### config.mk
export PLATFORM = sky130hd
export DESIGN_NAME = div_operand_sequencer
export DESIGN_NICKNAME = d
export VERILOG_FILES = /design/src/rtl/div_operand_sequencer.sv
export SDC_FILE = /design/constraint.sdc
export NUM_CORES = 1
export LEC_CHECK = 0
export ABC_AREA = 0
export BUFFER_PORTS_ARGS = -buffer_cell sky130_fd_sc_hd__buf_2
export CAP_MARGIN = 10
export CELL_PAD_IN_SITES_DETAIL_PLACEMENT = 1
export CELL_PAD_IN_SITES_GLOBAL_PLACEMENT = 2
export CORE_ASPECT_RATIO = 1.75
export CORE_MARGIN = 2
export CORE_UTILIZATION = 40
export DETAILED_ROUTE_END_ITERATION = 12
export GPL_ROUTABILITY_DRIVEN = 0
export GPL_TIMING_DRIVEN = 1
export HOLD_SLACK_MARGIN = 0.02
export PLACE_DENSITY_LB_ADDON = 0.1
export SLEW_MARGIN = 20
export SYNTH_ARGS = -nofsm -noshare
export SYNTH_HDL_FRONTEND = slang
export SYNTH_SLANG_ARGS = --single-unit
### constraint.sdc
create_clock -name clk -period 3.6 [get_ports clk]
set_input_delay 0.18 -clock clk [delete_from_list [all_inputs] [get_ports clk]]
set_output_delay 0.18 -clock clk [all_outputs]
set_load 0.01 [all_outputs]
### src/rtl/div_operand_sequencer.sv
// Operand FIFO + settle/capture sequencer feeding a combinational divider.
// Optional build macro DIV_DBZ_DROP_EN rejects b==0 pairs at enqueue instead of flagging them.
module div_operand_sequencer #(
  parameter int WIDTH  = 4,
  parameter int DEPTH  = 4,
  parameter int SETTLE = 2
) (
  input  logic                     clk,
  input  logic                     rst,
  input  logic                     in_valid,
  output logic                     in_ready,
  input  logic [WIDTH-1:0]         in_a,
  input  logic [WIDTH-1:0]         in_b,
  output logic [WIDTH-1:0]         div_a,
  output logic [WIDTH-1:0]         div_b,
  input  logic [WIDTH-1:0]         div_quotient,
  input  logic [WIDTH-1:0]         div_remainder,
  output logic                     out_valid,
  input  logic                     out_ready,
  output logic [WIDTH-1:0]         out_quotient,
  output logic [WIDTH-1:0]         out_remainder,
  output logic                     out_dbz,
`ifdef DIV_DBZ_DROP_EN
  output logic                     dbz_drop,
  output logic                     dbz_seen,
`endif
  output logic [$clog2(DEPTH):0]   fifo_count
);

  localparam int AW = $clog2(DEPTH);
  localparam int CW = $clog2(SETTLE + 1);

  localparam logic [1:0] ST_IDLE    = 2'd0;
  localparam logic [1:0] ST_SETTLE  = 2'd1;
  localparam logic [1:0] ST_CAPTURE = 2'd2;
  localparam logic [1:0] ST_WAIT    = 2'd3;

  logic [1:0]       state;
  logic [CW-1:0]    settle_cnt;
  logic [AW-1:0]    wr_ptr;
  logic [AW-1:0]    rd_ptr;
  logic [WIDTH-1:0] mem_a [DEPTH];
  logic [WIDTH-1:0] mem_b [DEPTH];

  logic full;
  logic empty;
  logic pop;
  logic accept;
  logic write;
  logic div_by_zero;

  assign full   = (fifo_count == (AW+1)'(DEPTH));
  assign empty  = (fifo_count == '0);
  assign pop    = (state == ST_IDLE) && !empty && !out_valid;
  // A pop in this cycle frees a slot, so a full FIFO may still take a push.
  assign in_ready = !full || pop;
  assign accept   = in_valid && in_ready;
  assign div_by_zero = (div_b == '0);

`ifdef DIV_DBZ_DROP_EN
  assign write   = accept && (in_b != '0);
  assign out_dbz = 1'b0;

  always_ff @(posedge clk or posedge rst) begin
    if (rst) begin
      dbz_drop <= 1'b0;
      dbz_seen <= 1'b0;
    end else begin
      dbz_drop <= accept && (in_b == '0);
      if (accept && (in_b == '0)) begin
        dbz_seen <= 1'b1;
      end
    end
  end
`else
  assign write = accept;

  always_ff @(posedge clk or posedge rst) begin
    if (rst) begin
      out_dbz <= 1'b0;
    end else if (state == ST_CAPTURE) begin
      out_dbz <= div_by_zero;
    end
  end
`endif

  // Storage carries no reset so it maps onto plain RAM.
  always_ff @(posedge clk) begin
    if (write) begin
      mem_a[wr_ptr] <= in_a;
      mem_b[wr_ptr] <= in_b;
    end
  end

  always_ff @(posedge clk or posedge rst) begin
    if (rst) begin
      wr_ptr     <= '0;
      rd_ptr     <= '0;
      fifo_count <= '0;
    end else begin
      if (write) begin
        wr_ptr <= wr_ptr + 1'b1;
      end
      if (pop) begin
        rd_ptr <= rd_ptr + 1'b1;
      end
      case ({write, pop})
        2'b10:   fifo_count <= fifo_count + 1'b1;
        2'b01:   fifo_count <= fifo_count - 1'b1;
        default: fifo_count <= fifo_count;
      endcase
    end
  end

  always_ff @(posedge clk or posedge rst) begin
    if (rst) begin
      state         <= ST_IDLE;
      settle_cnt    <= '0;
      div_a         <= '0;
      div_b         <= '0;
      out_valid     <= 1'b0;
      out_quotient  <= '0;
      out_remainder <= '0;
    end else begin
      case (state)
        ST_IDLE: begin
          if (pop) begin
            div_a      <= mem_a[rd_ptr];
            div_b      <= mem_b[rd_ptr];
            settle_cnt <= '0;
            state      <= ST_SETTLE;
          end
        end
        ST_SETTLE: begin
          settle_cnt <= settle_cnt + 1'b1;
          if (settle_cnt == CW'(SETTLE - 1)) begin
            state <= ST_CAPTURE;
          end
        end
        ST_CAPTURE: begin
          out_valid <= 1'b1;
          state     <= ST_WAIT;
          // Divider outputs are undefined for b==0; substitute a fixed result.
          if (div_by_zero) begin
            out_quotient  <= '1;
            out_remainder <= div_a;
          end else begin
            out_quotient  <= div_quotient;
            out_remainder <= div_remainder;
          end
        end
        default: begin
          if (out_ready) begin
            out_valid <= 1'b0;
            state     <= ST_IDLE;
          end
        end
      endcase
    end
  end

endmodule

==> flow_metrics.py <==
metrics = {
    "run_status": {
        "status": "finished, final reports clean",
    },
    "timing": {
        "period_share_pct": 71.1,
        "tightestPinTransition_ns": 0.681,
        "slew_headroom_pct": 54.3,
        "setup_ws_ns": 1.04,
        "fmax_mhz": 391,
        "hold_slack_ns": 0.0659,
        "setup_viol": 0,
        "hold_viol": 0,
        "rsz0062_at_grt": "false",
        "clock_skew_ns": 0.00645,
        "tns_ns": 0,
        "period_needed_ns": 2.56,
        "report.final.slew_viol_count": 0,
    },
    "clocking": {
        "clkSlewWorstSetupHoldPaths_ns": 0.05,
        "cts_setup_buffers": 0,
        "cts_resized": 0,
        "numCtsBuffers": 9,
        "cts.path.max_buffers": 2,
        "clock-sinks": 61,
        "clk_latency_ns": 0.32,
        "cts_root_buf": "clkbuf_16",
        "cts_tree": "yes",
        "htree_levels": 3,
    },
    "route": {
        "remaining_drc_errors": 0,
        "wire_per_inst_um": 16.9,
        "drt_pass1_iterations": 4,
        "vias": 1622,
        "vias_per_cell": 5.15,
        "postRouteWirelength_um": 5320,
        "dr.first_iter.drc_count": 73,
        "antenna_left": 0,
    },
    "yosys": {
        "synth_top_area_cell": "edfxtp_1",
        "synthCells": 181,
        "ys.flop_type": "edfxtp_1",
        "yosysMostFrequentCell": "edfxtp_1",
        "synth_top_area_share_pct": 36.1,
        "synth_area_leaders": "edfxtp_1, dfrtp_1, mux4_2",
        "syn_area_mm2": 0.00266,
        "synth_cell_types": 41,
        "avgSynthCellArea_um2": 14.7,
        "synth_common_cells": "edfxtp_1, dfrtp_1, nor2_1",
        "synth_edf_count": 32,
        "synth-seq-cells": 61,
        "ys_seq_area_share_pct": 63.4,
        "ys.warnings.count": 0,
        "synthArstFlopShare_pct": 47.5,
        "syn-num-nets": 210,
    },
    "critical_path": {
        "worstPathCellList": "inv_1 -> ha_1 -> nand2b_2 -> or3_1 -> fa_1 -> nor2b_1 -> nand3b_1 -> a21oi_1 -> a311o_1",
        "endpoint_kind": "flop",
        "worst-r2r-cell-count": 9,
        "slowest_delay_ns": 0.41,
        "cp_slowest_cell": "dfrtp_1",
        "cp_data_required_time_ns": 3.81,
        "crit_arrival_ns": 2.77,
        "crit_type": "flop to flop",
        "critPathLaunchType": "flop",
        "cp_max_fo": 7,
    },
    "placement": {
        "port_buffers": 41,
        "pre_cts_ws_ns": 1.06,
        "hpwlAfterDp_um": 3830,
    },
    "grt": {
        "antenna_found_initial": 0,
        "grt_overflow": 0,
        "grt_pass1_vias": 1789,
        "grt_max_degree": 30,
        "grt_pass1_wl_um": 9000,
        "grtUsageTotal_pct": 16.9,
    },
    "floorplan": {
        "rows": 39,
        "io_pins": 42,
        "start_util_pct": 41.0,
        "die_h_um": 112,
        "core_mm2": 0.00649,
        "fp.dieArea_mm2": 0.00734,
        "die_w_um": 65.6,
    },
    "worst_hold_path": {
        "worstHoldPathCells": 1,
        "hp-class": "primary input to flop",
    },
    "power_and_ir_drop": {
        "p_leak_nw": 1.32,
        "vdd_drop_max_mv": 0.405,
        "powerDensity_mw_per_mm2": 942,
    },
    "final_layout": {
        "drive_gt1_share_pct": 34.8,
        "fin_nets": 257,
        "antenna_cells": 0,
        "area_growth_pct": 22.1,
    },
    "run": {
        "maxCapViolations": 0,
    },
}
-- path summary, 6_finish.rpt --
kind	to	startpoint	slack (ns)
hold / removal	mem_b[3][1]	in_b[1]	0.07
min in group asynchronous	out_quotient[3]	rst	0.50
hold reg to reg	settle_cnt[0]	settle_cnt[0]	0.50
max in group asynchronous	rd_ptr[0]	rst	2.68
setup / recovery	fifo_count[2]	state[0]	1.04
setup reg to reg	fifo_count[2]	state[0]	1.04
-- worst max-delay path, delay by kind of cell (launching register included) --
kind / cells / cell delay (ns)
and+or+nand+nor: 4 / 0.80
DFF: 1 / 0.41
buffers and inverters: 1 / 0.12
adders and majority gates: 2 / 0.73
AOI/OAI and AO/OA: 2 / 0.38
-- area by class of cell --
type                            instances  area [µm²]
Tap cell                               82         103
Inverter                               10        37.5
Clock inverter                          6        71.3
Clock buffer                           10         229
Multi-Input combinational cell        104         906
Sequential cell                        61        1690
Timing Repair Buffer                   42         215
Fill cell                             683        3240
-- per-layer routing --
| metal | GRT usage (%) | vias to the layer above | wire [µm] | part of all wire, % |
|---|---|---|---|---|
| li1 | - | 762 | - | - |
| met1 | 18.3 | 809 | 1990 | 37 |
| met2 | 29.8 | 43 | 3020 | 57 |
| met3 | 5.35 | 8 | 234 | 4.4 |
| met4 | 6.25 | 0 | 70 | 1.3 |
| met5 | 0 | - | 0 | 0 |
-- cells in the final DEF, fill, tap and decap left out, drive strengths merged, types with 2 or more instances in the layout --
cell type and count:
a21oi 10, and3 5, buf 41, clkbuf 10
clkinv 2, clkinvlp 2, dfrtp 29, edfxtp 32
ha 8, inv 11, mux2 10, mux2i 5
mux4 8, nand2 5, nand2b 2, nand3b 2
nor2 18, nor2b 2, nor3 4, o21ai 2
o22ai 2, xnor2 3, xor2 2
-- where the power goes --
part / switching, mW / internal (mW)
clock: 0.298 / 0.539
combinational: 0.532 / 0.497
sequential: 0.212 / 0.983
total: 1.04 / 2.02
-- flip-flops by register name, indices dropped and copies added, names as in the netlist, 2 cells and up --
name and cells:
wr_ptr 2, out_quotient 4, div_a 4, state 2, mem_a 16, out_remainder 4, rd_ptr 2, div_b 4
fifo_count 3, mem_b 16, settle_cnt 2
-- cell families after synthesis --
family / after synthesis / share of synthesized area, %
flops: 61 / 63.4
xor+xnor: 5 / 1.65
mux: 23 / 12.9
fa+ha+maj: 9 / 4.52
compound gates: 23 / 5.69
buf+inv: 16 / 2.54
simple gates: 44 / 9.31
-- per-stage QoR --
stage / total power [mW] / cells / cell area, µm² / utilization [%]
after floorplan: 1.91 / 181 / 2660 / -
after global placement: 2.17 / 298 / 2940 / 45.3
after detailed placement: 2.25 / 298 / 2940 / 45.3
after CTS: 3.11 / 314 / 3240 / 49.9
after global routing: 3.28 / 315 / 3250 / 50.0
final: 3.06 / 315 / 3250 / 50.0
-- repair_timing --
item	in CTS	in global routing
endpoints found under the hold margin	0	29
setup endpoints to repair	0	0
hold buffers	0	1
Note: power is estimated with default switching activity, not from simulation.
